[config.mk]
export PLATFORM = sky130hd
export DESIGN_NAME = gen_gpo_ctrl_regs
export DESIGN_NICKNAME = d
export VERILOG_FILES = /design/src/rtl/gen_gpo_ctrl_regs.sv
export SDC_FILE = /design/constraint.sdc
export NUM_CORES = 1
export LEC_CHECK = 0
export BUFFER_PORTS_ARGS = -buffer_cell sky130_fd_sc_hd__buf_2
export CORE_ASPECT_RATIO = 1.1
export CORE_MARGIN = 3
export CORE_UTILIZATION = 32
export DETAILED_ROUTE_END_ITERATION = 12
export GPL_TIMING_DRIVEN = 0
export PLACE_DENSITY = 0.54
export SLEW_MARGIN = 30
export SYNTH_ARGS = -nofsm -noshare
export SYNTH_HDL_FRONTEND = slang
export SYNTH_SLANG_ARGS = --single-unit
[constraint.sdc]
create_clock -name clk -period 3.92 [get_ports clk]
set_input_delay 0.98 -clock clk [delete_from_list [all_inputs] [get_ports clk]]
set_output_delay 0.98 -clock clk [all_outputs]
set_load 0.01 [all_outputs]
[src/rtl/gen_gpo_ctrl_regs.sv]
// Parametrised GPO control registers on AVMM: VALUE/SET/CLEAR/LOCK
// per 32-bit bank, optional self-clearing pulse bits, change strobe.
module gen_gpo_ctrl_regs #(
  parameter int          GPO_WIDTH    = 30,
  parameter logic [63:0] RESET_VALUE  = 64'h0,
  parameter logic [63:0] PULSE_MASK   = 64'h0,
  parameter int          PULSE_CYCLES = 16,
  parameter int          ADDR_WIDTH   = 3
) (
  input  logic                  clk,
  input  logic                  areset,
  input  logic [ADDR_WIDTH-1:0] avmm_address,
  input  logic                  avmm_write,
  input  logic [31:0]           avmm_writedata,
  input  logic                  avmm_read,
  output logic [31:0]           avmm_readdata,
  output logic [GPO_WIDTH-1:0]  gpo,
  output logic                  gpo_changed
);

  localparam int NB = (GPO_WIDTH + 31) / 32;
  localparam int PW = NB * 32;
  localparam int CW = $clog2(PULSE_CYCLES + 1);
  localparam logic [CW-1:0] CNT_LOAD = CW'(PULSE_CYCLES - 1);

  logic [ADDR_WIDTH-1:0] bank_sel;
  logic [1:0]            reg_sel;
  logic [GPO_WIDTH-1:0]  gpo_q;
  logic [GPO_WIDTH-1:0]  gpo_next;
  logic [GPO_WIDTH-1:0]  lock_q;
  logic [GPO_WIDTH-1:0]  lock_next;
  logic [PW-1:0]         gpo_pad;
  logic [PW-1:0]         lock_pad;
  logic [31:0]           rd_word;

  assign bank_sel = avmm_address >> 2;
  assign reg_sel  = avmm_address[1:0];
  assign gpo      = gpo_q;

  for (genvar i = 0; i < GPO_WIDTH; i++) begin : g_bit
    localparam int B = i / 32;
    localparam int J = i % 32;
    logic hit;
    logic wr_en;
    logic wr_bit;

    assign hit = avmm_write && (bank_sel == ADDR_WIDTH'(B));

    // a locked bit ignores every data write
    always_comb begin
      wr_en  = 1'b0;
      wr_bit = 1'b0;
      if (hit && !lock_q[i]) begin
        unique case (reg_sel)
          2'd0: begin
            wr_en  = 1'b1;
            wr_bit = avmm_writedata[J];
          end
          2'd1: begin
            wr_en  = avmm_writedata[J];
            wr_bit = 1'b1;
          end
          2'd2: begin
            wr_en  = avmm_writedata[J];
            wr_bit = 1'b0;
          end
          default: ;
        endcase
      end
    end

    assign lock_next[i] = lock_q[i] |
      (hit && (reg_sel == 2'd3) && avmm_writedata[J]);

    if (PULSE_MASK[i]) begin : g_pulse
      logic [CW-1:0] cnt;

      always_ff @(posedge clk or posedge areset) begin
        if (areset) begin
          cnt <= '0;
        end else if (wr_en) begin
          cnt <= wr_bit ? CNT_LOAD : '0;
        end else if (cnt != '0) begin
          cnt <= cnt - 1'b1;
        end
      end

      // a write beats expiry in the same cycle
      assign gpo_next[i] = wr_en ? wr_bit :
        (gpo_q[i] && (cnt == '0)) ? 1'b0 : gpo_q[i];
    end else begin : g_level
      assign gpo_next[i] = wr_en ? wr_bit : gpo_q[i];
    end
  end

  assign gpo_pad  = PW'(gpo_q);
  assign lock_pad = PW'(lock_q);

  always_comb begin
    rd_word = '0;
    for (int b = 0; b < NB; b++) begin
      if (bank_sel == ADDR_WIDTH'(b)) begin
        rd_word = (reg_sel == 2'd3) ? lock_pad[b*32 +: 32]
                                    : gpo_pad[b*32 +: 32];
      end
    end
  end

  always_ff @(posedge clk or posedge areset) begin
    if (areset) begin
      gpo_q         <= RESET_VALUE[GPO_WIDTH-1:0];
      lock_q        <= '0;
      avmm_readdata <= '0;
      gpo_changed   <= 1'b0;
    end else begin
      gpo_q       <= gpo_next;
      lock_q      <= lock_next;
      gpo_changed <= |(gpo_next ^ gpo_q);
      if (avmm_read) begin
        avmm_readdata <= rd_word;
      end
    end
  end

endmodule

# Yosys cells after proc, flatten, opt, wreduce, memory -nomap -nowiden
# Index checks and enable logic that the tools add are counted.
[totals]
in_bits = 39
ff_bits = 93
output_inout_bits = 63
[classes]
n_reduce_logical = 96
eq_ne = 3
muxes = 152
bitwise_logic = 31
[ops]
columns = ["operator", "n"]
rows = [
  ["case mux 1 bit (2 select lines)", 60],
  ["two-way mux 1 bit", 90],
  ["logical AND 1 bit", 62],
  ["two-way mux 30 bit", 2],
  ["logical NOT 1 bit", 30],
  ["bitwise OR 1 bit", 30],
  ["OR reduction 30 bit", 1],
  ["XOR 30 bit", 1],
  ["equality test 2 bit (second input constant)", 2],
  ["logical NOT 3 bit", 1],
  ["equality test 2 x 1 -> 1 bit (second input constant)", 1],
  ["logical NOT 2 bit", 1],
  ["OR reduction 2 bit", 1],
]

# Longest topological paths before layout
# Gate-level depths: netlist of run 1.
[logic_depth]
ltp_word = 7
mapped_depth = 11
depth_no_buf = 8

# Least setup slack after synthesis of run 1
# Ideal clock, no wire load.
[synth_path]
path_type = "input to register"
from = "in avmm_address[0]"
to = "reg gpo_changed"
setup_time_ns = 0.137
cell_stages = 10
arrival_time_ns = 2.638
path_slack_ns = 1.145
cell_sequence = "inv_1 ha_1 buf_2 nor2b_1 buf_2 mux2i_1 o41ai_1 or4_4 nor4_2 a31oi_1"
[synth_between]
elab_chain_cells = 7
word_cells_on_any_way = 156
cone_classes = "eq/ne: 2; mux: 150; bitwise: 1; reduce/logical: 3"
[synth_rtl]
columns = ["item", "line_no", "source"]
rows = [
  ["start: declaration", "12", "input logic [ADDR_WIDTH-1:0] avmm_address,"],
  ["equality test 2 x 1 -> 1 bit / equality test 2 bit (equally long branches)", "54", "unique case (reg_sel)"],
  ["OR reduction 2 bit (no line)", "--", ""],
  ["case mux 1 bit (2 select lines)", "54", ""],
  ["two-way mux 1 bit", "53", "if (hit && !lock_q[i]) begin"],
  ["two-way mux 1 bit", "92", "assign gpo_next[i] = wr_en ? wr_bit : gpo_q[i];"],
  ["XOR 30 bit (*)", "118", "gpo_changed <= |(gpo_next ^ gpo_q);"],
  ["OR reduction 30 bit (*)", "118", ""],
  ["end signal: assignment", "118", ""],
  ["end: declaration", "18", "output logic gpo_changed"],
]
# Mark *: on every way between the ends. The rest lies on a longest branch, timed or not.
# A chain may end at the register's enable or synchronous reset.

# Final worst setup path of run 1
[layout_path]
from = "in avmm_address[1]"
to = "reg gpo_changed"
# The elaborated chain is that of the path after synthesis.

==> results of run 1 <==
==> cell usage after synthesis, drive strengths merged, types with 10 or more instances <==
master / number / area (sq um)
nor2b: 13 / 81.3
o32a: 12 / 120
nor3b: 10 / 75.1
a21oi: 64 / 320
nand2: 11 / 41.3
nor3: 32 / 160
mux2i: 49 / 490
or3b: 15 / 131
inv: 45 / 169
o21ai: 11 / 55.1
nor2: 48 / 185
buf: 22 / 106
dfrtp: 91 / 2280
a21o: 28 / 211
nand2b: 16 / 100
clkbuf: 23 / 86.3
o22ai: 35 / 219
==> power by group through the flow <==
stage | sequential, mW | combinational, mW | clock, mW
finish | 1.51 | 1.09 | 0.964
global route | 1.56 | 1.20 | 1.04
CTS | 1.50 | 1.10 | 0.985
detailed placement | 1.52 | 1.09 | 0
global placement | 1.51 | 1.08 | 0
floorplan | 1.52 | 0.572 | 0
==> per-stage QoR <==
step                      setup TNS (ps)  util (%)  area, sq um  hold slack, ps  total power, mW
after global placement            -57290      37.9         6300             510             2.59
final                                  0      40.1         6660             523             3.57
after floorplan                        0         -         5520             478             2.09
after global routing                   0      40.1         6660             543             3.80
after detailed placement            -368      38.1         6330             516             2.62
after CTS                              0      40.1         6660             526             3.59
==> layout by cell type (no fill, tap or decap), types with 13 or more instances in the layout <==
cell type,n
a21o_1,27
a21oi_1,64
buf_2,111
clkbuf_1,23
dfrtp_1,91
inv_1,43
mux2i_1,49
nand2b_1,16
nor2_1,46
nor2b_1,13
nor3_1,32
o22ai_1,35
==> state kept, by name, summed over array words and instances, names as in the netlist <==
register	cells
gpo_changed	1
gpo	30
lock_q	30
avmm_readdata	30
==> cells by family (layout without fill, tap and decap cells) <==
| group | Yosys count | count (layout) | share of synthesized area (%) |
|---|---|---|---|
| buffers and inverters | 90 | 204 | 6.55 |
| multiplexers | 50 | 50 | 9.09 |
| adder cells (fa/ha/maj) | 3 | 3 | 0.680 |
| flip-flops | 91 | 91 | 41.3 |
| AO/OA/AOI/OAI | 195 | 195 | 23.9 |
| AND/OR/NAND/NOR | 176 | 176 | 18.5 |
| other | 1 | 2 | 0.0679 |
==> cell type report <==
class | count | area, sq um
clock inverters | 4 | 72.6
well taps | 229 | 287
inverters | 45 | 174
multi-input cells | 426 | 2890
repair buffers | 98 | 513
plain buffers | 45 | 195
flip-flops and latches | 91 | 2280
clock buffers | 12 | 256
fillers | 1726 | 9950
==> final timing paths <==
path,start,to
worst max-delay path,avmm_address[1],gpo_changed
worst min-delay path,avmm_readdata[7],avmm_readdata[7]
worst max register to register,gpo[17],gpo_changed
worst min register to register,avmm_readdata[7],avmm_readdata[7]
max in group asynchronous,areset,gpo[5]
min in group asynchronous,areset,avmm_readdata[22]
==> layer usage <==
layer	GRT usage [%]	vias up
li1	-	2454
met1	32.0	2607
met2	39.2	215
met3	4.80	43
met4	10.1	0
met5	0	-
==> worst register-to-register path, cell delays in order (launching register included) <==
cell and delay (ps):
dfrtp_1 460, and3b_1 210, a311o_1 300, a32oi_1 200, o311ai_0 180, nor4_1 540, a31oi_1 190
==> what timing repair did <==
action,4_1_cts,5_1_grt
pin swaps,0,0
setup endpoints to repair,1,1
resized for setup,1,1
==> summary.md, run 1 <==
| Metric | Value |
|---|---|
| Setup violators final | `0` |
| Crit Path Max Fanout | `10` |
| Via-to-Cell Ratio | `5.60` |
| Max stage delay on crit path | `650 ps` |
| Slowest cell on crit path | `buf_1` |
| Combinational share of power | `30.6%` |
| Startpoint Class | `primary input` |
| Hold Buf Count CTS | `0` |
| Worst reg-to-reg path cell count | `6` |
| Pint | `2.26 mW` |
| Req. time, crit path | `4110 ps` |
| CTS Sinks | `91` |
| Post-synth EDFFs | `0` |
| Buffers & Inverters on Critical Path | `5` |
| Final setup margin | `325 ps` |
| Placer Congestion | `0.966` |
| ANT nets after route | `0` |
| Port Buffers | `97` |
| Pre-antenna DRT Iters | `5` |
| Clock latency on the worst-skew pair | `350 ps` |
| Placed Instances | `934` |
| Switching power of the nets | `1.31 mW` |
| Crit Path Class | `in -> reg` |
| Min-Delay Path Class | `reg -> reg` |
| Met2 Routed Length | `10400 um` |
| Cell Pwr Density | `536 mW/mm^2` |
| Drt total wl | `22500 um` |
| Vias in the first global route | `5394` |
| Clock group share of total power | `27.0%` |
| Std-Cell Rows | `49` |
| DRC viols | `0` |
| Fin. max-slew vios | `0` |
| Main synth FF type | `dfrtp_1` |
| CP Capture Type | `flip-flop` |
| Seq cells post-synth | `91` |
| Switch share | `36.7%` |
| Initial Utilization | `33.2%` |
| FMAX | `278 MHz` |
| Netlist Area Pre-Place | `0.00552 sq mm` |
| DIE AREA | `0.0189 sq mm` |
| CP Depth | `9` |
| Critical path arrival | `3790 ps` |
| WL/cell | `23.7 um` |
| Avg Cell Area, Syn | `9.11 sq um` |
| Worst hold stages | `2` |
| Iter 0 DRT Violations | `457` |
| Post-route insts no fill | `950` |
| Die width | `131 um` |
| Status | `complete, no violations` |
| Post-CTS Setup Inserts | `0` |
| Period utilisation layout | `91.7%` |
| Yosys Warn Count | `0` |
| H-Tree Depth | `3` |
| Async SR Flop Fraction | `100%` |
| FF-to-FF setup slack | `1680 ps` |
| Clock slew seen by the registers of the worst setup and hold paths | `60 ps` |
| CTS tree | `built` |
| Fin. Hold Viols | `0` |
| Min Clock Period, post-route | `3600 ps` |
| Post-synthesis sequential area ratio | `41.3%` |
| Met3 WL | `1460 um` |
| Register share of total power | `42.4%` |
| RSZ-0062 raised after global routing | `false` |
| Via count | `5319` |
| Clock skew | `10.1 ps` |
| DPL Wire Length | `16400 um` |
| Peak supply drop | `202 uV` |
| Critical-path cell list | `buf_2 -> inv_1 -> ha_1 -> buf_2 -> buf_1 -> buf_1 -> o211ai_1 -> nor4_2 -> a31oi_1` |
| M1 WL | `9910 um` |
| Top delay family on crit path | `buffers and inverters` |
| Cts bufs inserted | `9` |
| Post-layout nets | `758` |
| Post-Syn Instances | `606` |
| Global route overflow | `0` |
| Initial antenna violation count | `0` |
| Distinct cells, synth | `64` |
| I/O pin cnt | `102` |
| Tightest Pin Transition | `1020 ps` |
| Max Root-Sink Buffers | `2` |
| First-pass GRT wire length | `34200 um` |
| Static leakage | `2.87 nW` |
| Slew headroom | `32.1%` |
| Largest net degree at the start of global routing | `51` |
| Diode count | `0` |
| DR top layer | `met4` |
| Max Cap Viol | `0` |
| Clock tree root buffer cell | `clkbuf_16` |
| Die height | `144 um` |
| Post-Place Setup Slack | `-368 ps` |
| Core ar. | `0.0166 sq mm` |
| Overall Global Routing Usage | `24.2%` |
| Area Growth Syn to Fin | `20.7%` |
| Share of cells above drive strength 1 | `20.7%` |
(Power assumes the default switching activity.)
==> inputs of run 2 (changes only) <==
--- a/config.mk
+++ b/config.mk
@@ -12,7 +12,7 @@
 export DETAILED_ROUTE_END_ITERATION = 12
 export GPL_TIMING_DRIVEN = 0
 export PLACE_DENSITY = 0.54
-export SLEW_MARGIN = 30
+export SETUP_SLACK_MARGIN = 0.5
 export SYNTH_ARGS = -nofsm -noshare
 export SYNTH_HDL_FRONTEND = slang
 export SYNTH_SLANG_ARGS = --single-unit
==> summary.md, run 2 (synthesis gave the netlist of run 1 again) <==
| Metric | Value |
|---|---|
| DPL Wire Length | `16500 um (was 16400 um)` |
| Static leakage | `2.89 nW (was 2.87 nW)` |
| Max Root-Sink Buffers | `2 (unchanged)` |
| RSZ-0062 raised after global routing | `true (was false)` |
| Most frequent cells in the layout | `buf_2 (111), dfrtp_1 (91), a21oi_1 (63) (was buf_2 (111), dfrtp_1 (91), a21oi_1 (64))` |
| Final Util | `40.2% (was 40.1%)` |
| Die height | `144 um (unchanged)` |
| Critical path arrival | `3590 ps (was 3790 ps)` |
| I/O pin cnt | `102 (unchanged)` |
| Pre-antenna DRT Iters | `5 (unchanged)` |
| Worst reg2reg path endpoint | `gpo_changed (unchanged)` |
| ANT nets after route | `0 (unchanged)` |
| Clock latency on the worst-skew pair | `350 ps (about the same)` |
| Overall Global Routing Usage | `24.0% (was 24.2%)` |
| Status | `complete, no violations (unchanged)` |
| Min-delay src | `avmm_readdata[29] (was avmm_readdata[7])` |
| Dpl cell area | `0.00633 sq mm (about the same)` |
| Post-Place Setup Slack | `-414 ps (was -368 ps)` |
| WHS | `522 ps (was 523 ps)` |
| CTS Sinks | `91 (unchanged)` |
| Max Cap Viol | `0 (unchanged)` |
| CP Capture Type | `flip-flop (unchanged)` |
| FMAX | `296 MHz (was 278 MHz)` |
| Via count | `5334 (was 5319)` |
| H-Tree Depth | `3 (unchanged)` |
| Crit Path Max Fanout | `10 (unchanged)` |
| Placed Instances | `934 (unchanged)` |
| Worst reg-to-reg path cell count | `6 (unchanged)` |
| Largest net degree at the start of global routing | `51 (unchanged)` |
| Tightest Pin Transition | `1060 ps (was 1020 ps)` |
| WL/cell | `23.8 um (was 23.7 um)` |
| First-pass GRT wire length | `34000 um (was 34200 um)` |
| Iter 0 DRT Violations | `464 (was 457)` |
| Fin. max-slew vios | `0 (unchanged)` |
| Footprint of the multi-input gates | `0.00290 sq mm (was 0.00289 sq mm)` |
| Core ar. | `0.0166 sq mm (unchanged)` |
| Placer Congestion | `0.966 (unchanged)` |
| Global route overflow | `0 (unchanged)` |
| Initial Utilization | `33.2% (unchanged)` |
| Period utilisation layout | `86.3% (was 91.7%)` |
| Cts bufs inserted | `9 (unchanged)` |
| Min Clock Period, post-route | `3380 ps (was 3600 ps)` |
| Clock tree root buffer cell | `clkbuf_16 (unchanged)` |
| Worst hold stages | `2 (unchanged)` |
| DIE AREA | `0.0189 sq mm (unchanged)` |
| Drt total wl | `22600 um (was 22500 um)` |
| Slew headroom | `29.2% (was 32.1%)` |
| FF-to-FF setup slack | `1760 ps (was 1680 ps)` |
| Worst flop-to-flop path startpoint | `gpo[23] (was gpo[17])` |
| Via-to-Cell Ratio | `5.61 (was 5.60)` |
| Fin. Hold Viols | `0 (unchanged)` |
| Clock skew | `5.88 ps (was 10.1 ps)` |
| Most common cell after layout, fill and taps aside | `buf_2 (unchanged)` |
| Fillers | `1679 (was 1726)` |
| Startpoint Class | `primary input (unchanged)` |
| Register area | `0.00228 sq mm (unchanged)` |
| Initial antenna violation count | `0 (unchanged)` |
| Total power | `3.59 mW (was 3.57 mW)` |
| Post-route insts no fill | `950 (unchanged)` |
| Die width | `131 um (unchanged)` |
| Final instance area | `0.00668 sq mm (was 0.00666 sq mm)` |
| Crit Path Class | `in -> reg (unchanged)` |
| Worst hold endpoint | `avmm_readdata[29] (was avmm_readdata[7])` |
| Std-Cell Rows | `49 (unchanged)` |
| Diode count | `0 (unchanged)` |
| Min-Delay Path Class | `reg -> reg (unchanged)` |
| Final setup TNS | `0 ps (unchanged)` |
| Peak supply drop | `199 uV (was 202 uV)` |
| Port Buffers | `97 (unchanged)` |
| Req. time, crit path | `4120 ps (was 4110 ps)` |
| DRC viols | `0 (unchanged)` |
| Area Growth Syn to Fin | `21.0% (was 20.7%)` |
| Share of cells above drive strength 1 | `21.6% (was 20.7%)` |
| Post-layout nets | `758 (unchanged)` |
| Setup violators final | `0 (unchanged)` |
| Clock slew seen by the registers of the worst setup and hold paths | `60 ps (about the same)` |
| Vias in the first global route | `5426 (was 5394)` |
| Cell Pwr Density | `537 mW/mm^2 (was 536 mW/mm^2)` |
| CTS tree | `built (unchanged)` |
| Final setup margin | `536 ps (was 325 ps)` |
## run 2: worst max-delay path by stage
| stage | from | end | slack (ps) | depth (start not counted) |
|---|---|---|---|---|
| 2_1_floorplan | areset | avmm_readdata[0] | 580 | 1 |
| 4_1_cts | avmm_address[1] | gpo_changed | 510 | 10 |
| 5_1_grt | avmm_address[1] | gpo_changed | 420 | 10 |
| 3_3_place_gp | areset | avmm_readdata[17] | -630 | 2 |
| 6_report | avmm_address[1] | gpo_changed | 540 | 10 |
| 3_5_place_dp | avmm_address[1] | gpo_changed | -410 | 10 |
## run 2: layout make-up
cell class | count | share of cell area (%)
sequential | 91 | 34.1
clock inverter | 4 | 1.09
multi-input combinational | 426 | 43.5
inverter | 45 | 2.57
timing repair buffer | 98 | 7.68
buffer | 45 | 3.00
tap | 229 | 4.29
clock buffer | 12 | 3.84
## run 2: per-layer routing
| metal | share of wire, % | vias up | global-route usage [%] |
|---|---|---|---|
| li1 | - | 2461 | - |
| met1 | 45 | 2617 | 31.9 |
| met2 | 47 | 230 | 40.2 |
| met3 | 5.9 | 26 | 3.89 |
| met4 | 2.2 | 0 | 7.96 |
| met5 | 0 | - | 0 |
## run 2: worst max-delay path, stage by stage
cell	delay, ps
buf_2	110
inv_1	110
ha_1	300
clkbuf_2	330
buf_2	360
mux2i_1	180
o311ai_2	370
o311ai_0	260
nor4_2	440
a31oi_1	150
## run 2: where the power goes
group          internal, mW  switching [mW]
clock network         0.593           0.374
logic                 0.492           0.611
registers              1.18           0.342
## run 2: repair_timing
item                       4_1_cts  5_1_grt
setup buffers                    0        0
gates resized for setup          6        8
hold buffers                     0        0
setup endpoints to repair        1       13
==> inputs of run 3 (changes only) <==
--- a/config.mk
+++ b/config.mk
@@ -11,6 +11,7 @@
 export CORE_UTILIZATION = 32
 export DETAILED_ROUTE_END_ITERATION = 12
 export GPL_TIMING_DRIVEN = 0
+export MAX_ROUTING_LAYER = met4
 export PLACE_DENSITY = 0.54
 export SETUP_SLACK_MARGIN = 0.5
 export SYNTH_ARGS = -nofsm -noshare
==> summary.md, run 3 (synthesis gave the netlist of run 1 again) <==
| Metric | Value |
|---|---|
| Startpoint Class | `primary input (unchanged)` |
| Worst hold stages | `2 (unchanged)` |
| Global route overflow | `0 (unchanged)` |
| Footprint of the multi-input gates | `0.00291 sq mm (was 0.00290 sq mm)` |
| Final setup margin | `509 ps (was 536 ps)` |
| Largest net degree at the start of global routing | `47 (was 51)` |
| Pint | `2.14 mW (was 2.26 mW)` |
| Post-route insts no fill | `949 (was 950)` |
| Clock tree root buffer cell | `clkbuf_16 (unchanged)` |
| Clock slew seen by the registers of the worst setup and hold paths | `60 ps (about the same)` |
| Fin. max-slew vios | `0 (unchanged)` |
| Period utilisation layout | `87.0% (was 86.3%)` |
| Post-CTS Setup Inserts | `0 (unchanged)` |
| Drt total wl | `22700 um (was 22600 um)` |
| Placer Congestion | `0.957 (was 0.966)` |
| Iter 0 DRT Violations | `509 (was 464)` |
| Most frequent cells in the layout | `buf_2 (111), dfrtp_1 (91), a21oi_1 (64) (was buf_2 (111), dfrtp_1 (91), a21oi_1 (63))` |
| GRT busiest layer | `met2 (unchanged)` |
| Max Root-Sink Buffers | `2 (unchanged)` |
| Via count | `5428 (was 5334)` |
| Clock skew | `6.37 ps (was 5.88 ps)` |
| WL/cell | `23.9 um (was 23.8 um)` |
| Placed Instances | `934 (unchanged)` |
| Total power | `3.47 mW (was 3.59 mW)` |
| Switching power of the nets | `1.32 mW (was 1.33 mW)` |
| Req. time, crit path | `4130 ps (was 4120 ps)` |
| Area Growth Syn to Fin | `20.1% (was 21.0%)` |
| Tightest Pin Transition | `1120 ps (was 1060 ps)` |
| Min-Delay Path Class | `reg -> reg (unchanged)` |
| Clock latency on the worst-skew pair | `360 ps (was 350 ps)` |
| Post-Place Setup Slack | `-300 ps (was -414 ps)` |
| Post-layout nets | `758 (unchanged)` |
| Fillers | `1723 (was 1679)` |
| Crit Path Max Fanout | `10 (unchanged)` |
| CTS Sinks | `91 (unchanged)` |
| Crit Path Class | `in -> reg (unchanged)` |
| Cts bufs inserted | `9 (unchanged)` |
| Die width | `131 um (unchanged)` |
| Initial Utilization | `33.2% (unchanged)` |
| Die height | `144 um (unchanged)` |
| Fin. Hold Viols | `0 (unchanged)` |
| Cell Pwr Density | `523 mW/mm^2 (was 537 mW/mm^2)` |
| I/O pin cnt | `102 (unchanged)` |
| ANT nets after route | `0 (unchanged)` |
| Port Buffers | `97 (unchanged)` |
| Share of cells above drive strength 1 | `21.3% (was 21.6%)` |
| Initial antenna violation count | `0 (unchanged)` |
| Worst reg-to-reg path cell count | `6 (unchanged)` |
| DIE AREA | `0.0189 sq mm (unchanged)` |
| CP Capture Type | `flip-flop (unchanged)` |
| DRC viols | `0 (unchanged)` |
| Pre-antenna DRT Iters | `5 (unchanged)` |
| Met1 usage | `32.7% (was 31.9%)` |
| GR Util met3 | `4.87% (was 3.89%)` |
| H-Tree Depth | `3 (unchanged)` |
| Peak supply drop | `228 uV (was 199 uV)` |
| Routing usage on met2 | `38.5% (was 40.2%)` |
| Static leakage | `2.86 nW (was 2.89 nW)` |
| Final instance area | `0.00663 sq mm (was 0.00668 sq mm)` |
| CTS tree | `built (unchanged)` |
| Overall Global Routing Usage | `24.8% (was 24.0%)` |
| Status | `complete, no violations (unchanged)` |
| FMAX | `293 MHz (was 296 MHz)` |
| Vias in the first global route | `5413 (was 5426)` |
| Max Cap Viol | `0 (unchanged)` |
| Diode count | `0 (unchanged)` |
| Std-Cell Rows | `49 (unchanged)` |
| Register share of total power | `43.7% (was 42.3%)` |
| Most common cell after layout, fill and taps aside | `buf_2 (unchanged)` |
| Via-to-Cell Ratio | `5.72 (was 5.61)` |
| Switch share | `38.2% (was 37.0%)` |
| Slew headroom | `25.3% (was 29.2%)` |
| First-pass GRT wire length | `34100 um (was 34000 um)` |
| Core ar. | `0.0166 sq mm (unchanged)` |
| Clock group share of total power | `24.4% (was 26.9%)` |
| RSZ-0062 raised after global routing | `true (unchanged)` |
| Setup violators final | `0 (unchanged)` |
| Min Clock Period, post-route | `3410 ps (was 3380 ps)` |
| Final Util | `39.9% (was 40.2%)` |
| Combinational share of power | `31.9% (was 30.7%)` |
| Register area | `0.00228 sq mm (unchanged)` |
| DPL Wire Length | `16400 um (was 16500 um)` |
| Critical path arrival | `3620 ps (was 3590 ps)` |
| Dpl cell area | `0.00633 sq mm (unchanged)` |
run 3: per-layer routing:
layer / vias to the layer above / part of all wire, %
met5: - / 0
met4: 0 / 2.7
met3: 37 / 5.9
met2: 223 / 46
met1: 2724 / 46
li1: 2444 / -
run 3: power by group through the flow:
| stage | registers, mW | logic [mW] | clock network [mW] |
|---|---|---|---|
| floorplan | 1.52 | 0.572 | 0 |
| global placement | 1.51 | 1.08 | 0 |
| detailed placement | 1.52 | 1.10 | 0 |
| CTS | 1.51 | 1.11 | 0.868 |
| global route | 1.56 | 1.21 | 0.913 |
| finish | 1.52 | 1.11 | 0.845 |
run 3: path summary, 6_finish.rpt:
path                                    from                end  slack, ps
max in group asynchronous             areset  avmm_readdata[17]       2570
hold / removal             avmm_readdata[11]  avmm_readdata[11]        520
setup reg to reg                  lock_q[23]        gpo_changed       1750
min in group asynchronous             areset  avmm_readdata[22]        700
hold reg to reg            avmm_readdata[11]  avmm_readdata[11]        520
setup / recovery             avmm_address[1]        gpo_changed        510
run 3: worst max-delay path, cell delays in order:
cell      delay, ps
buf_2           110
inv_1            90
ha_1            380
buf_2           360
buf_1           640
buf_2           460
o211ai_1        190
nor4_2          260
a31oi_1         130
run 3: through the flow:
step / hold slack, ps / TNS (ps)
floorplan: 478 / 0
global placement: 511 / -55170
detailed placement: 516 / -300
CTS: 526 / 0
global route: 537 / 0
finish: 521 / 0
run 3: cell type report:
type | count | share of cell area [%]
multi-input cells | 426 | 43.8
flip-flops and latches | 91 | 34.3
repair buffers | 98 | 7.74
well taps | 229 | 4.32
clock buffers | 13 | 4.08
plain buffers | 45 | 2.98
inverters | 45 | 2.58
clock inverters | 2 | 0.151
run 3: repair_timing:
item                                    in CTS  in global routing
gates resized for setup                      6                  5
hold buffers                                 0                  0
endpoints found under the setup margin       1                 11
